==> config.mk <==
export PLATFORM = sky130hd
export DESIGN_NAME = lsu_unit_flat
export DESIGN_NICKNAME = d
export VERILOG_FILES = /design/src/rtl/lsu_unit_pkg.sv /design/src/rtl/lsu_unit_if.sv /design/src/rtl/lsu_align.sv /design/src/rtl/lsu_unit.sv /design/src/flat_wrapper.sv
export SDC_FILE = /design/constraint.sdc
export NUM_CORES = 1
export LEC_CHECK = 0
export ABC_AREA = 1
export CORE_MARGIN = 2
export CORE_UTILIZATION = 41
export CTS_CLUSTER_SIZE = 12
export DETAILED_ROUTE_END_ITERATION = 10
export PLACE_DENSITY_LB_ADDON = 0.15
export RECOVER_POWER = 50
export SYNTH_ARGS = -nofsm -noshare
export SYNTH_HDL_FRONTEND = slang
export SYNTH_SLANG_ARGS = --single-unit
==> constraint.sdc <==
create_clock -name clk -period 2.15 [get_ports clk]
set_input_delay 0.3225 -clock clk [delete_from_list [all_inputs] [get_ports clk]]
set_output_delay 0.3225 -clock clk [all_outputs]
set_load 0.05 [all_outputs]
==> src/rtl/lsu_unit_pkg.sv <==
// Shared definitions for the load/store unit: width codes, fault codes, FSM states.
package lsu_unit_pkg;

    localparam int unsigned REG_END_WORD = 31;
    localparam int unsigned XLEN_DEF     = REG_END_WORD + 1;

    // RV32I load/store width codes
    localparam logic [2:0] F3_B  = 3'b000;
    localparam logic [2:0] F3_H  = 3'b001;
    localparam logic [2:0] F3_W  = 3'b010;
    localparam logic [2:0] F3_BU = 3'b100;
    localparam logic [2:0] F3_HU = 3'b101;

    // Response fault encodings
    localparam logic [1:0] FAULT_NONE     = 2'b00;
    localparam logic [1:0] FAULT_MISALIGN = 2'b01;
    localparam logic [1:0] FAULT_BUS      = 2'b10;
    localparam logic [1:0] FAULT_ILLEGAL  = 2'b11;

    typedef enum logic [1:0] {
        LSU_IDLE = 2'd0,
        LSU_REQ  = 2'd1,
        LSU_WAIT = 2'd2,
        LSU_RESP = 2'd3
    } lsu_state_t;

    // Request attributes kept for the life of an access
    typedef struct packed {
        logic       is_store;
        logic [2:0] funct3;
        logic [1:0] addr_lo;
    } lsu_op_t;

    // Unsigned widths exist only for loads; 011/110/111 are never legal
    function automatic logic f3_illegal(input logic is_store, input logic [2:0] f3);
        logic bad;
        case (f3)
            F3_B, F3_H, F3_W: bad = 1'b0;
            F3_BU, F3_HU:     bad = is_store;
            default:          bad = 1'b1;
        endcase
        return bad;
    endfunction

endpackage

==> src/rtl/lsu_unit_if.sv <==
// Request, data-memory and writeback response signals of the load/store unit.
interface lsu_unit_if #(
    parameter int unsigned XLEN = 32
);
    logic            req_valid;
    logic            req_ready;
    logic            req_is_store;
    logic [2:0]      req_funct3;
    logic [XLEN-1:0] req_addr;
    logic [XLEN-1:0] req_wdata;
    logic [4:0]      req_rd;

    logic            mem_req_valid;
    logic            mem_req_ready;
    logic [XLEN-1:0] mem_addr;
    logic            mem_wen;
    logic [3:0]      mem_wmask;
    logic [XLEN-1:0] mem_wdata;
    logic            mem_rvalid;
    logic [XLEN-1:0] mem_rdata;

    logic            resp_valid;
    logic            resp_ready;
    logic [XLEN-1:0] resp_data;
    logic [4:0]      resp_rd;
    logic [1:0]      resp_fault;

    // LSU side
    modport slave (
        input  req_valid, req_is_store, req_funct3, req_addr, req_wdata, req_rd,
        output req_ready,
        output mem_req_valid, mem_addr, mem_wen, mem_wmask, mem_wdata,
        input  mem_req_ready, mem_rvalid, mem_rdata,
        output resp_valid, resp_data, resp_rd, resp_fault,
        input  resp_ready
    );

    // Execute / memory / writeback side
    modport master (
        output req_valid, req_is_store, req_funct3, req_addr, req_wdata, req_rd,
        input  req_ready,
        input  mem_req_valid, mem_addr, mem_wen, mem_wmask, mem_wdata,
        output mem_req_ready, mem_rvalid, mem_rdata,
        input  resp_valid, resp_data, resp_rd, resp_fault,
        output resp_ready
    );

endinterface

==> src/rtl/lsu_align.sv <==
// Byte-lane alignment: store mask/data placement, load extraction, legality flags.
module lsu_align
    import lsu_unit_pkg::*;
#(
    parameter int unsigned XLEN = XLEN_DEF
) (
    input  logic            is_store,
    input  logic [2:0]      funct3,
    input  logic [1:0]      addr_lo,
    input  logic [XLEN-1:0] wdata,
    input  logic [XLEN-1:0] rdata,
    output logic [3:0]      wmask_c,
    output logic [XLEN-1:0] wdata_c,
    output logic [XLEN-1:0] rdata_c,
    output logic            misaligned_c,
    output logic            illegal_c
);

    logic [15:0] shifted;

    // Lane placement and extension per width code
    always_comb begin
        shifted      = 16'(rdata >> {addr_lo, 3'b000});
        wmask_c      = 4'b0000;
        wdata_c      = '0;
        rdata_c      = '0;
        misaligned_c = 1'b0;
        illegal_c    = f3_illegal(is_store, funct3);
        case (funct3)
            F3_B: begin
                wmask_c = 4'b0001 << addr_lo;
                wdata_c = XLEN'({4{wdata[7:0]}});
                rdata_c = {{(XLEN-8){shifted[7]}}, shifted[7:0]};
            end
            F3_BU: begin
                rdata_c = {{(XLEN-8){1'b0}}, shifted[7:0]};
            end
            F3_H: begin
                misaligned_c = addr_lo[0];
                wmask_c      = 4'b0011 << addr_lo;
                wdata_c      = XLEN'({2{wdata[15:0]}});
                rdata_c      = {{(XLEN-16){shifted[15]}}, shifted};
            end
            F3_HU: begin
                misaligned_c = addr_lo[0];
                rdata_c      = {{(XLEN-16){1'b0}}, shifted};
            end
            F3_W: begin
                misaligned_c = (addr_lo != 2'b00);
                wmask_c      = 4'b1111;
                wdata_c      = wdata;
                rdata_c      = rdata;
            end
            default: ;
        endcase
    end

endmodule

==> src/rtl/lsu_unit.sv <==
// Single-outstanding load/store unit between the ALU and writeback, with bus timeout.
module lsu_unit
    import lsu_unit_pkg::*;
#(
    parameter int unsigned XLEN    = XLEN_DEF,
    parameter int unsigned TIMEOUT = 255
) (
    input  logic       clk,
    input  logic       reset,
    lsu_unit_if.slave  bus
);

    localparam int unsigned CNT_W = $clog2(TIMEOUT + 2);

    lsu_state_t      state_q, state_d;
    lsu_op_t         op_q, op_d;
    logic [CNT_W-1:0] cnt_q, cnt_d, cnt_inc;
    logic            timeout_hit;

    logic            mem_req_valid_q, mem_req_valid_d;
    logic [XLEN-1:0] mem_addr_q, mem_addr_d;
    logic            mem_wen_q, mem_wen_d;
    logic [3:0]      mem_wmask_q, mem_wmask_d;
    logic [XLEN-1:0] mem_wdata_q, mem_wdata_d;
    logic            resp_valid_q, resp_valid_d;
    logic [XLEN-1:0] resp_data_q, resp_data_d;
    logic [4:0]      resp_rd_q, resp_rd_d;
    logic [1:0]      resp_fault_q, resp_fault_d;

    lsu_op_t         align_op;
    logic [3:0]      al_wmask;
    logic [XLEN-1:0] al_wdata;
    logic [XLEN-1:0] al_rdata;
    logic            al_misaligned;
    logic            al_illegal;

    // Align unit sees the incoming request in IDLE, the latched one afterwards
    always_comb begin
        if (state_q == LSU_IDLE) begin
            align_op.is_store = bus.req_is_store;
            align_op.funct3   = bus.req_funct3;
            align_op.addr_lo  = bus.req_addr[1:0];
        end else begin
            align_op = op_q;
        end
    end

    lsu_align #(.XLEN(XLEN)) u_align (
        .is_store     (align_op.is_store),
        .funct3       (align_op.funct3),
        .addr_lo      (align_op.addr_lo),
        .wdata        (bus.req_wdata),
        .rdata        (bus.mem_rdata),
        .wmask_c      (al_wmask),
        .wdata_c      (al_wdata),
        .rdata_c      (al_rdata),
        .misaligned_c (al_misaligned),
        .illegal_c    (al_illegal)
    );

    // Timeout fires on the cycle the in-flight count would reach TIMEOUT
    always_comb begin
        cnt_inc     = cnt_q + CNT_W'(1);
        timeout_hit = (TIMEOUT != 0) && (cnt_inc == CNT_W'(TIMEOUT));
    end

    // Next-state and registered-output logic
    always_comb begin
        state_d         = state_q;
        op_d            = op_q;
        cnt_d           = cnt_q;
        mem_req_valid_d = mem_req_valid_q;
        mem_addr_d      = mem_addr_q;
        mem_wen_d       = mem_wen_q;
        mem_wmask_d     = mem_wmask_q;
        mem_wdata_d     = mem_wdata_q;
        resp_valid_d    = resp_valid_q;
        resp_data_d     = resp_data_q;
        resp_rd_d       = resp_rd_q;
        resp_fault_d    = resp_fault_q;

        case (state_q)
            LSU_IDLE: begin
                if (bus.req_valid) begin
                    op_d      = align_op;
                    resp_rd_d = bus.req_rd;
                    if (al_illegal || al_misaligned) begin
                        state_d      = LSU_RESP;
                        resp_valid_d = 1'b1;
                        resp_data_d  = '0;
                        resp_fault_d = al_illegal ? FAULT_ILLEGAL : FAULT_MISALIGN;
                    end else begin
                        state_d         = LSU_REQ;
                        cnt_d           = '0;
                        mem_req_valid_d = 1'b1;
                        mem_addr_d      = {bus.req_addr[XLEN-1:2], 2'b00};
                        mem_wen_d       = bus.req_is_store;
                        mem_wmask_d     = bus.req_is_store ? al_wmask : 4'b0000;
                        mem_wdata_d     = bus.req_is_store ? al_wdata : '0;
                    end
                end
            end
            LSU_REQ, LSU_WAIT: begin
                cnt_d = cnt_inc;
                if (state_q == LSU_REQ && bus.mem_req_ready) begin
                    mem_req_valid_d = 1'b0;
                    state_d         = LSU_WAIT;
                end
                if (bus.mem_rvalid && (state_q == LSU_WAIT || bus.mem_req_ready)) begin
                    state_d      = LSU_RESP;
                    resp_valid_d = 1'b1;
                    resp_fault_d = FAULT_NONE;
                    resp_data_d  = op_q.is_store ? '0 : al_rdata;
                end else if (timeout_hit &&
                             !(state_q == LSU_REQ && bus.mem_req_ready)) begin
                    state_d         = LSU_RESP;
                    mem_req_valid_d = 1'b0;
                    resp_valid_d    = 1'b1;
                    resp_data_d     = '0;
                    resp_fault_d    = FAULT_BUS;
                end
            end
            LSU_RESP: begin
                if (bus.resp_ready) begin
                    resp_valid_d = 1'b0;
                    state_d      = LSU_IDLE;
                end
            end
            default: state_d = LSU_IDLE;
        endcase
    end

    // State and output registers with synchronous reset
    always_ff @(posedge clk) begin
        if (reset) begin
            state_q         <= LSU_IDLE;
            op_q            <= '0;
            cnt_q           <= '0;
            mem_req_valid_q <= 1'b0;
            mem_addr_q      <= '0;
            mem_wen_q       <= 1'b0;
            mem_wmask_q     <= 4'b0000;
            mem_wdata_q     <= '0;
            resp_valid_q    <= 1'b0;
            resp_data_q     <= '0;
            resp_rd_q       <= 5'd0;
            resp_fault_q    <= FAULT_NONE;
        end else begin
            state_q         <= state_d;
            op_q            <= op_d;
            cnt_q           <= cnt_d;
            mem_req_valid_q <= mem_req_valid_d;
            mem_addr_q      <= mem_addr_d;
            mem_wen_q       <= mem_wen_d;
            mem_wmask_q     <= mem_wmask_d;
            mem_wdata_q     <= mem_wdata_d;
            resp_valid_q    <= resp_valid_d;
            resp_data_q     <= resp_data_d;
            resp_rd_q       <= resp_rd_d;
            resp_fault_q    <= resp_fault_d;
        end
    end

    assign bus.req_ready     = (state_q == LSU_IDLE);
    assign bus.mem_req_valid = mem_req_valid_q;
    assign bus.mem_addr      = mem_addr_q;
    assign bus.mem_wen       = mem_wen_q;
    assign bus.mem_wmask     = mem_wmask_q;
    assign bus.mem_wdata     = mem_wdata_q;
    assign bus.resp_valid    = resp_valid_q;
    assign bus.resp_data     = resp_data_q;
    assign bus.resp_rd       = resp_rd_q;
    assign bus.resp_fault    = resp_fault_q;

endmodule
==> src/flat_wrapper.sv <==
// flat-port wrapper written by rule: the top's interface ports become plain ports
module lsu_unit_flat import lsu_unit_pkg::*;
#(
    parameter int unsigned XLEN    = XLEN_DEF,
    parameter int unsigned TIMEOUT = 255
)
  (clk, reset, bus_req_valid, bus_req_is_store, bus_req_funct3, bus_req_addr, bus_req_wdata, bus_req_rd, bus_req_ready, bus_mem_req_valid, bus_mem_addr, bus_mem_wen, bus_mem_wmask, bus_mem_wdata, bus_mem_req_ready, bus_mem_rvalid, bus_mem_rdata, bus_resp_valid, bus_resp_data, bus_resp_rd, bus_resp_fault, bus_resp_ready);
  lsu_unit_if #(.XLEN(XLEN)) bus_i ();
  input  logic clk;
  input  logic reset;
  input wire logic [$bits(bus_i.req_valid)-1:0] bus_req_valid;
  input wire logic [$bits(bus_i.req_is_store)-1:0] bus_req_is_store;
  input wire logic [$bits(bus_i.req_funct3)-1:0] bus_req_funct3;
  input wire logic [$bits(bus_i.req_addr)-1:0] bus_req_addr;
  input wire logic [$bits(bus_i.req_wdata)-1:0] bus_req_wdata;
  input wire logic [$bits(bus_i.req_rd)-1:0] bus_req_rd;
  output wire logic [$bits(bus_i.req_ready)-1:0] bus_req_ready;
  output wire logic [$bits(bus_i.mem_req_valid)-1:0] bus_mem_req_valid;
  output wire logic [$bits(bus_i.mem_addr)-1:0] bus_mem_addr;
  output wire logic [$bits(bus_i.mem_wen)-1:0] bus_mem_wen;
  output wire logic [$bits(bus_i.mem_wmask)-1:0] bus_mem_wmask;
  output wire logic [$bits(bus_i.mem_wdata)-1:0] bus_mem_wdata;
  input wire logic [$bits(bus_i.mem_req_ready)-1:0] bus_mem_req_ready;
  input wire logic [$bits(bus_i.mem_rvalid)-1:0] bus_mem_rvalid;
  input wire logic [$bits(bus_i.mem_rdata)-1:0] bus_mem_rdata;
  output wire logic [$bits(bus_i.resp_valid)-1:0] bus_resp_valid;
  output wire logic [$bits(bus_i.resp_data)-1:0] bus_resp_data;
  output wire logic [$bits(bus_i.resp_rd)-1:0] bus_resp_rd;
  output wire logic [$bits(bus_i.resp_fault)-1:0] bus_resp_fault;
  input wire logic [$bits(bus_i.resp_ready)-1:0] bus_resp_ready;
  assign bus_i.req_valid = bus_req_valid;
  assign bus_i.req_is_store = bus_req_is_store;
  assign bus_i.req_funct3 = bus_req_funct3;
  assign bus_i.req_addr = bus_req_addr;
  assign bus_i.req_wdata = bus_req_wdata;
  assign bus_i.req_rd = bus_req_rd;
  assign bus_req_ready = bus_i.req_ready;
  assign bus_mem_req_valid = bus_i.mem_req_valid;
  assign bus_mem_addr = bus_i.mem_addr;
  assign bus_mem_wen = bus_i.mem_wen;
  assign bus_mem_wmask = bus_i.mem_wmask;
  assign bus_mem_wdata = bus_i.mem_wdata;
  assign bus_i.mem_req_ready = bus_mem_req_ready;
  assign bus_i.mem_rvalid = bus_mem_rvalid;
  assign bus_i.mem_rdata = bus_mem_rdata;
  assign bus_resp_valid = bus_i.resp_valid;
  assign bus_resp_data = bus_i.resp_data;
  assign bus_resp_rd = bus_i.resp_rd;
  assign bus_resp_fault = bus_i.resp_fault;
  assign bus_i.resp_ready = bus_resp_ready;
  lsu_unit #(.XLEN(XLEN), .TIMEOUT(TIMEOUT)) u_core (.clk(clk), .reset(reset), .bus(bus_i));
endmodule
# ---- Yosys cells after proc, flatten, opt, wreduce, memory -nomap -nowiden
# Index checks and enable logic that the tools add are counted.
dict set report totals {
  output_inout_bits 111
  word_cells 95
  reg_bits 125
  in_bits 111
}
dict set report op_classes {
  n_shift 3
  n_eq_ne 14
  n_mux 42
  n_addsub 1
  bitwise 1
  n_reduce_logical 20
}
# op count
set ops {}
lappend ops {{two-way mux 32 bit} 6}
lappend ops {{case mux 32 bit (5 select lines)} 1}
lappend ops {{case mux 32 bit (3 select lines)} 1}
lappend ops {{case mux 32 bit (2 select lines)} 1}
lappend ops {{>> shifter 32 x 5 -> 16 bit} 1}
lappend ops {{two-way mux 2 bit} 11}
lappend ops {{two-way mux 9 bit} 2}
lappend ops {{case mux 9 bit (2 select lines)} 1}
lappend ops {{case mux 4 bit (3 select lines)} 1}
lappend ops {{two-way mux 1 bit} 10}
lappend ops {{adder 9 x 1 -> 9 bit (second input constant)} 1}
lappend ops {{== test 9 x 8 -> 1 bit (second input constant)} 1}
lappend ops {{AND reduction 3 bit} 3}
lappend ops {{AND reduction 4 bit} 2}
lappend ops {{== test 3 bit (second input constant)} 2}
lappend ops {{two-way mux 6 bit} 1}
lappend ops {{!= test 2 bit (second input constant)} 3}
lappend ops {{case mux 1 bit (2 select lines)} 3}
lappend ops {{case mux 2 bit (3 select lines)} 1}
lappend ops {{OR reduction 2 bit} 3}
lappend ops {{== test 2 bit (second input constant)} 2}
lappend ops {{two-way mux 4 bit} 1}
lappend ops {{!= test 4 x 1 -> 1 bit (second input constant)} 1}
lappend ops {{case mux 2 bit (2 select lines)} 1}
lappend ops {{17 further kinds} 21}

# ---- Logic depth before layout (Yosys ltp)
dict set report depth {
  ltp_word 9
  mapped_depth 17
}

# ---- Modules after synthesis
# A second synthesis with hierarchy kept.
dict set report hier_totals {
  cells_unflattened 1091
  hier_area_um2 6767.7
}
# mod area_each_um2 instances cells_per_inst
set by_module_without_submodules {}
lappend by_module_without_submodules {lsu_unit 5464.0 1 799}
lappend by_module_without_submodules {lsu_align 1303.8 1 292}

# ---- Worst setup path after synthesis
# OpenSTA, ideal clock, no wires.
dict set report synth_path {
  path_type {register to register}
  start {reg u_core.state_q[0]}
  end {reg u_core.resp_data_q[14] (netlist: u_core.bus.resp_data[14])}
  setup_ns 0.114
  arrival_time_ns 2.435
  path_buffers 1
  stages_incl_launch_ff 17
  setup_slack_ns -0.399
  synth_period_minus_slack_ns 2.549
  cell_sequence {dfxtp_1 -> inv_1 -> ha_1 -> inv_2 -> nand2_1 -> o21ai_2 -> nor2_2 -> nand2_1 -> nand2_1 -> nand2_2 -> nand2_1 -> nand2_1 -> nand2_2 -> nand2_4 -> buf_2 -> a21oi_1 -> nor2_1}
}
dict set report synth_between {
  elab_chain_len 8
  elab_cells_between_ends 32
  classes_between {eq/ne: 9; shift: 1; mux: 7; reduce/logical: 15}
}
# element line
set synth_lines {}
lappend synth_lines {{start: declaration} lsu_unit.sv:15} ;# lsu_state_t state_q, state_d;
lappend synth_lines {{start signal: assignment} lsu_unit.sv:149} ;# state_q <= state_d;
lappend synth_lines {{logical NOT 2 bit *} --}
lappend synth_lines {{via bus_req_ready} flat_wrapper.sv:17} ;# output wire logic [$bits(bus_i.req_ready)-1:0] bus_req_ready;
lappend synth_lines {{parallel branches: the longest is 7 deep, another holds >> shifter 32 x 5 -> 16 bit} --}
lappend synth_lines {{end signal: assignment} lsu_unit.sv:158} ;# resp_data_q <= resp_data_d;
lappend synth_lines {{end: declaration} lsu_unit.sv:26} ;# logic [XLEN-1:0] resp_data_q, resp_data_d;
# Mark *: on every way through the listed nets, which the timed path passes.
# A chain may end at the register's enable or synchronous reset.

# ---- Final worst setup path
dict set report layout_path {
  start {reg u_core.state_q[1]}
  end {reg u_core.resp_data_q[9] (netlist: u_core.bus.resp_data[9])}
}
dict set report layout_between {
  elab_chain_len 8
  elab_cells_between_ends 32
  classes_between {eq/ne: 9; shift: 1; mux: 7; reduce/logical: 15}
}
# element
set layout_lines {}
lappend layout_lines {{parallel branches: the longest is 8 deep, another holds >> shifter 32 x 5 -> 16 bit}}
# Several ways; the timed one is not identified.

==> metrics.json <==
{
  "largest_net_degree_at_the_start_of_global_routing": {"value": 79},
  "count_of_final_max_slew_check_failures": {"value": 0},
  "share_of_layout_cells_above_drive_strength_1": {"value": 0.125},
  "yosysUniqueCellTypes": {"value": 33},
  "synth.avg_cell_area": {"value": 6.41, "unit": "um2"},
  "critical_path_cell_sequence": {"value": "inv_2 -> ha_4 -> buf_6 -> o21ai_4 -> nand3_2 -> nand2_2 -> nand2_4 -> nand2_2 -> nand2_2 -> nand2_4 -> nand2_8 -> clkbuf_16 -> a21oi_2 -> nor2_1"},
  "fmax": {"value": 0.468, "unit": "GHz"},
  "synth.cell_area": {"value": 6330, "unit": "um2"},
  "final_net_count": {"value": 1358},
  "die-height": {"value": 128, "unit": "um"},
  "worstReg2RegStart": {"value": "u_core.state_q[1]$_SDFFE_PP0P_"},
  "ant_nets": {"value": 0},
  "worst_path_max_delay_cell": {"value": "sky130_fd_sc_hd__dfxtp_2"},
  "setup.reg_to_reg.worst_slack": {"value": 10, "unit": "ps"},
  "worst_setup_path_start_kind": {"value": "flip-flop"},
  "r2r_end": {"value": "u_core.bus.resp_data[9]$_SDFFE_PP0P_"},
  "detailedRoute.firstPassIterationCount": {"value": 8},
  "worst_slew_margin_rel": {"value": 0.433},
  "port_buffers": {"value": 219},
  "n_antenna_cell": {"value": 0},
  "status": {"value": "finished, final reports clean"},
  "rsz0062_at_grt": {"value": "yes"},
  "std_cell_rows": {"value": 45},
  "place_hpwl": {"value": 14.8, "unit": "mm"},
  "pin_count": {"value": 222},
  "postSynthCellCount": {"value": 989},
  "cts_root_buf": {"value": "sky130_fd_sc_hd__clkbuf_16"},
  "yosys_register_bits": {"value": 125},
  "cts.clk_slew.worst_paths": {"value": 60, "unit": "ps"},
  "avgRoutedWirePerCell": {"value": 15.3, "unit": "um"},
  "synth_top_flop_cell": {"value": "sky130_fd_sc_hd__dfxtp_1"},
  "initial_core_util": {"value": 0.418},
  "worst_r2r_path_depth": {"value": 14},
  "post_synth_most_frequent_cells": {"value": "sky130_fd_sc_hd__nand2_1, sky130_fd_sc_hd__nand3_1, sky130_fd_sc_hd__dfxtp_1"},
  "hold_viol": {"value": 0},
  "fraction_of_the_yosys_area_taken_by_sequential_cells": {"value": 0.395},
  "path_depth": {"value": 14},
  "number_of_warnings_issued_by_yosys": {"value": 0},
  "setup.worst_path.start": {"value": "u_core.state_q[1]$_SDFFE_PP0P_"},
  "routed_wire_length": {"value": 22.0, "unit": "mm"},
  "synth-edff-count": {"value": 0},
  "post-route-min-period": {"value": 2140, "unit": "ps"},
  "post_dp_cell_area": {"value": 9080, "unit": "um2"},
  "worst_vdd_rail_ir_drop": {"value": 0.943, "unit": "mV"},
  "crit_arrival": {"value": 2440, "unit": "ps"},
  "number_of_remaining_drc_errors": {"value": 0},
  "critPathKind": {"value": "reg2reg"},
  "finalSetupViolCount": {"value": 0},
  "p_leak": {"value": 4.13, "unit": "nW"},
  "num-fill-cells": {"value": 1330},
  "finalSetupTns": {"value": 0, "unit": "ps"},
  "min_path_type": {"value": "in2reg"},
  "antenna_violations_before_repair": {"value": 0},
  "layout.core_utilization": {"value": 0.669},
  "final_design_area_no_fill": {"value": 10100, "unit": "um2"},
  "groute.usage.overall": {"value": 0.243},
  "cts_max_level": {"value": 4},
  "grt_pass1_vias": {"value": 6378},
  "final_critical_path_setup_slack": {"value": 12.7, "unit": "ps"},
  "synth_top_cell_area_share": {"value": 0.395},
  "postSynth.asyncResetShare": {"value": 0},
  "timing.hold.ws": {"value": 361, "unit": "ps"},
  "post-route-period-util": {"value": 0.994},
  "ys_top_cells_by_area": {"value": "sky130_fd_sc_hd__dfxtp_1, sky130_fd_sc_hd__nand2_1, sky130_fd_sc_hd__nand3_1"},
  "post-place-ws": {"value": -130, "unit": "ps"},
  "routabilityCongestion": {"value": 0.934},
  "gr-total-overflow": {"value": 0},
  "cp_top_family": {"value": "simple AND/OR/NAND/NOR gates"},
  "clk_path_buf_depth": {"value": 2},
  "critPathMaxFanout": {"value": 8},
  "dr_total_vias": {"value": 7444},
  "pwr_density_cell": {"value": 1700, "unit": "nW/um2"},
  "die-area": {"value": 16500, "unit": "um2"},
  "timing.max_cap.violations": {"value": 0},
  "clock_network_latency_to_the_later_pin_of_the_worst_skew_pair": {"value": 420, "unit": "ps"},
  "worst-endpoint-required": {"value": 2460, "unit": "ps"},
  "cts.sink_count": {"value": 125},
  "routed_via_density": {"value": 5.17},
  "cts_tree": {"value": "built"},
  "worst_tran_pin_value": {"value": 851, "unit": "ps"},
  "crit_path_end": {"value": "u_core.bus.resp_data[9]$_SDFFE_PP0P_"},
  "cp_dominant_cell_by_count": {"value": "sky130_fd_sc_hd__nand2_2"},
  "end_kind": {"value": "flip-flop"},
  "critPathBufInv": {"value": 3},
  "grt_first_pass_wirelength": {"value": 32.1, "unit": "mm"},
  "cpPeakStageDelay": {"value": 330, "unit": "ps"},
  "die_x": {"value": 128, "unit": "um"},
  "cts_inserted_buffers": {"value": 17},
  "detail_route.iter0.violations": {"value": 610},
  "coreArea": {"value": 15100, "unit": "um2"},
  "cts_hold_repair.buffers": {"value": 0},
  "clock-skew-final": {"value": 7.96, "unit": "ps"},
  "yosysTopAreaCell": {"value": "sky130_fd_sc_hd__dfxtp_1"},
  "yosys.cell_count.top_type": {"value": "sky130_fd_sc_hd__nand2_1"},
  "flow.area_growth_from_synthesis": {"value": 59.9, "unit": "%"}
}
==> worst min path at each step <==
stage	from	to	slack [ps]	cells after the start
after floorplan	u_core.op_q[4]$_SDFFE_PP0P_	u_core.op_q[4]$_SDFFE_PP0P_	430	2
after global placement	u_core.op_q[4]$_SDFFE_PP0P_	u_core.op_q[4]$_SDFFE_PP0P_	440	2
after detailed placement	u_core.op_q[4]$_SDFFE_PP0P_	u_core.op_q[4]$_SDFFE_PP0P_	450	2
after CTS	reset	u_core.bus.resp_valid$_SDFFE_PP0P_	350	4
after global routing	reset	u_core.bus.resp_valid$_SDFFE_PP0P_	410	4
final	reset	u_core.state_q[1]$_SDFFE_PP0P_	360	4
==> kinds of logic after synthesis <==
kind of cell	synth area share
compound gates	0.133
xor+xnor	0.00138
fa+ha+maj	0.0138
buf+inv	0.0794
flops	0.395
other cells	0.000592
simple gates	0.377
==> state kept, by name, summed over array words and instances, names as in the netlist <==
name and cells:
u_core.bus.mem_wdata 32, u_core.bus.resp_data 32, u_core.bus.mem_addr 30, u_core.cnt_q 9
u_core.op_q 6, u_core.bus.resp_rd 5, u_core.bus.mem_wmask 4, u_core.bus.resp_fault 2
u_core.state_q 2, u_core.bus.mem_req_valid 1, u_core.bus.mem_wen 1, u_core.bus.resp_valid 1
==> routing by layer <==
layer | track usage | vias up | share of wire
li1 | - | 3702 | -
met1 | 0.317 | 3348 | 0.41
met2 | 0.397 | 338 | 0.47
met3 | 0.0584 | 56 | 0.090
met4 | 0.0821 | 0 | 0.027
met5 | 0 | - | 0
==> layout make-up <==
type                            instances  area, um2  share of cell area
Clock buffer                           18        439              0.0433
Clock inverter                         14        159              0.0157
Inverter                               59        253              0.0249
Multi-Input combinational cell        746       3550               0.351
Sequential cell                       125       2500               0.247
Tap cell                              188        235              0.0232
Timing Repair Buffer                  290       2980               0.294
Timing Repair inverter                  1       8.76            0.000865
==> worst reg2reg max path: stages, from the launching register on <==
cell	delay [ps]
sky130_fd_sc_hd__dfxtp_2	330
sky130_fd_sc_hd__inv_2	60
sky130_fd_sc_hd__ha_4	200
sky130_fd_sc_hd__buf_6	140
sky130_fd_sc_hd__o21ai_4	250
sky130_fd_sc_hd__nand3_2	150
sky130_fd_sc_hd__nand2_2	110
sky130_fd_sc_hd__nand2_4	60
sky130_fd_sc_hd__nand2_2	80
sky130_fd_sc_hd__nand2_2	70
sky130_fd_sc_hd__nand2_4	100
sky130_fd_sc_hd__nand2_8	110
sky130_fd_sc_hd__clkbuf_16	190
sky130_fd_sc_hd__a21oi_2	120
sky130_fd_sc_hd__nor2_1	50
==> report_power, final <==
group / switching [mW] / internal [mW] / leakage [nW]
sequential: 0.369 / 3.02 / 1.02
clock: 1.13 / 1.76 / 0.282
combinational: 6.81 / 4.14 / 2.83
==> metrics by stage <==
stage | cells | power (mW)
final | 1441 | 17.2
after global routing | 1441 | 18.3
after CTS | 1425 | 16.1
after detailed placement | 1393 | 13.2
after global placement | 1393 | 13.1
after floorplan | 990 | 9.86
==> cells in the final DEF (no fill, tap or decap), types with 7 or more instances in the layout <==
cell type	instances
sky130_fd_sc_hd__nand2_1	330
sky130_fd_sc_hd__clkdlybuf4s50_1	217
sky130_fd_sc_hd__nand3_1	130
sky130_fd_sc_hd__dfxtp_1	123
sky130_fd_sc_hd__nor2_1	96
sky130_fd_sc_hd__a21oi_1	85
sky130_fd_sc_hd__buf_4	47
sky130_fd_sc_hd__inv_1	46
sky130_fd_sc_hd__o21ai_0	31
sky130_fd_sc_hd__clkbuf_16	23
sky130_fd_sc_hd__buf_12	9
sky130_fd_sc_hd__o21ai_1	8
sky130_fd_sc_hd__a22o_1	8
sky130_fd_sc_hd__o211ai_1	7
sky130_fd_sc_hd__buf_6	7
==> repair_timing <==
action | CTS | global route
gates cloned | 0 | 9
pin swaps | 1 | 9
setup endpoints to repair | 56 | 111
setup buffers | 0 | 7
resized for setup | 4 | 67
Power figures use the tool's default switching activity.
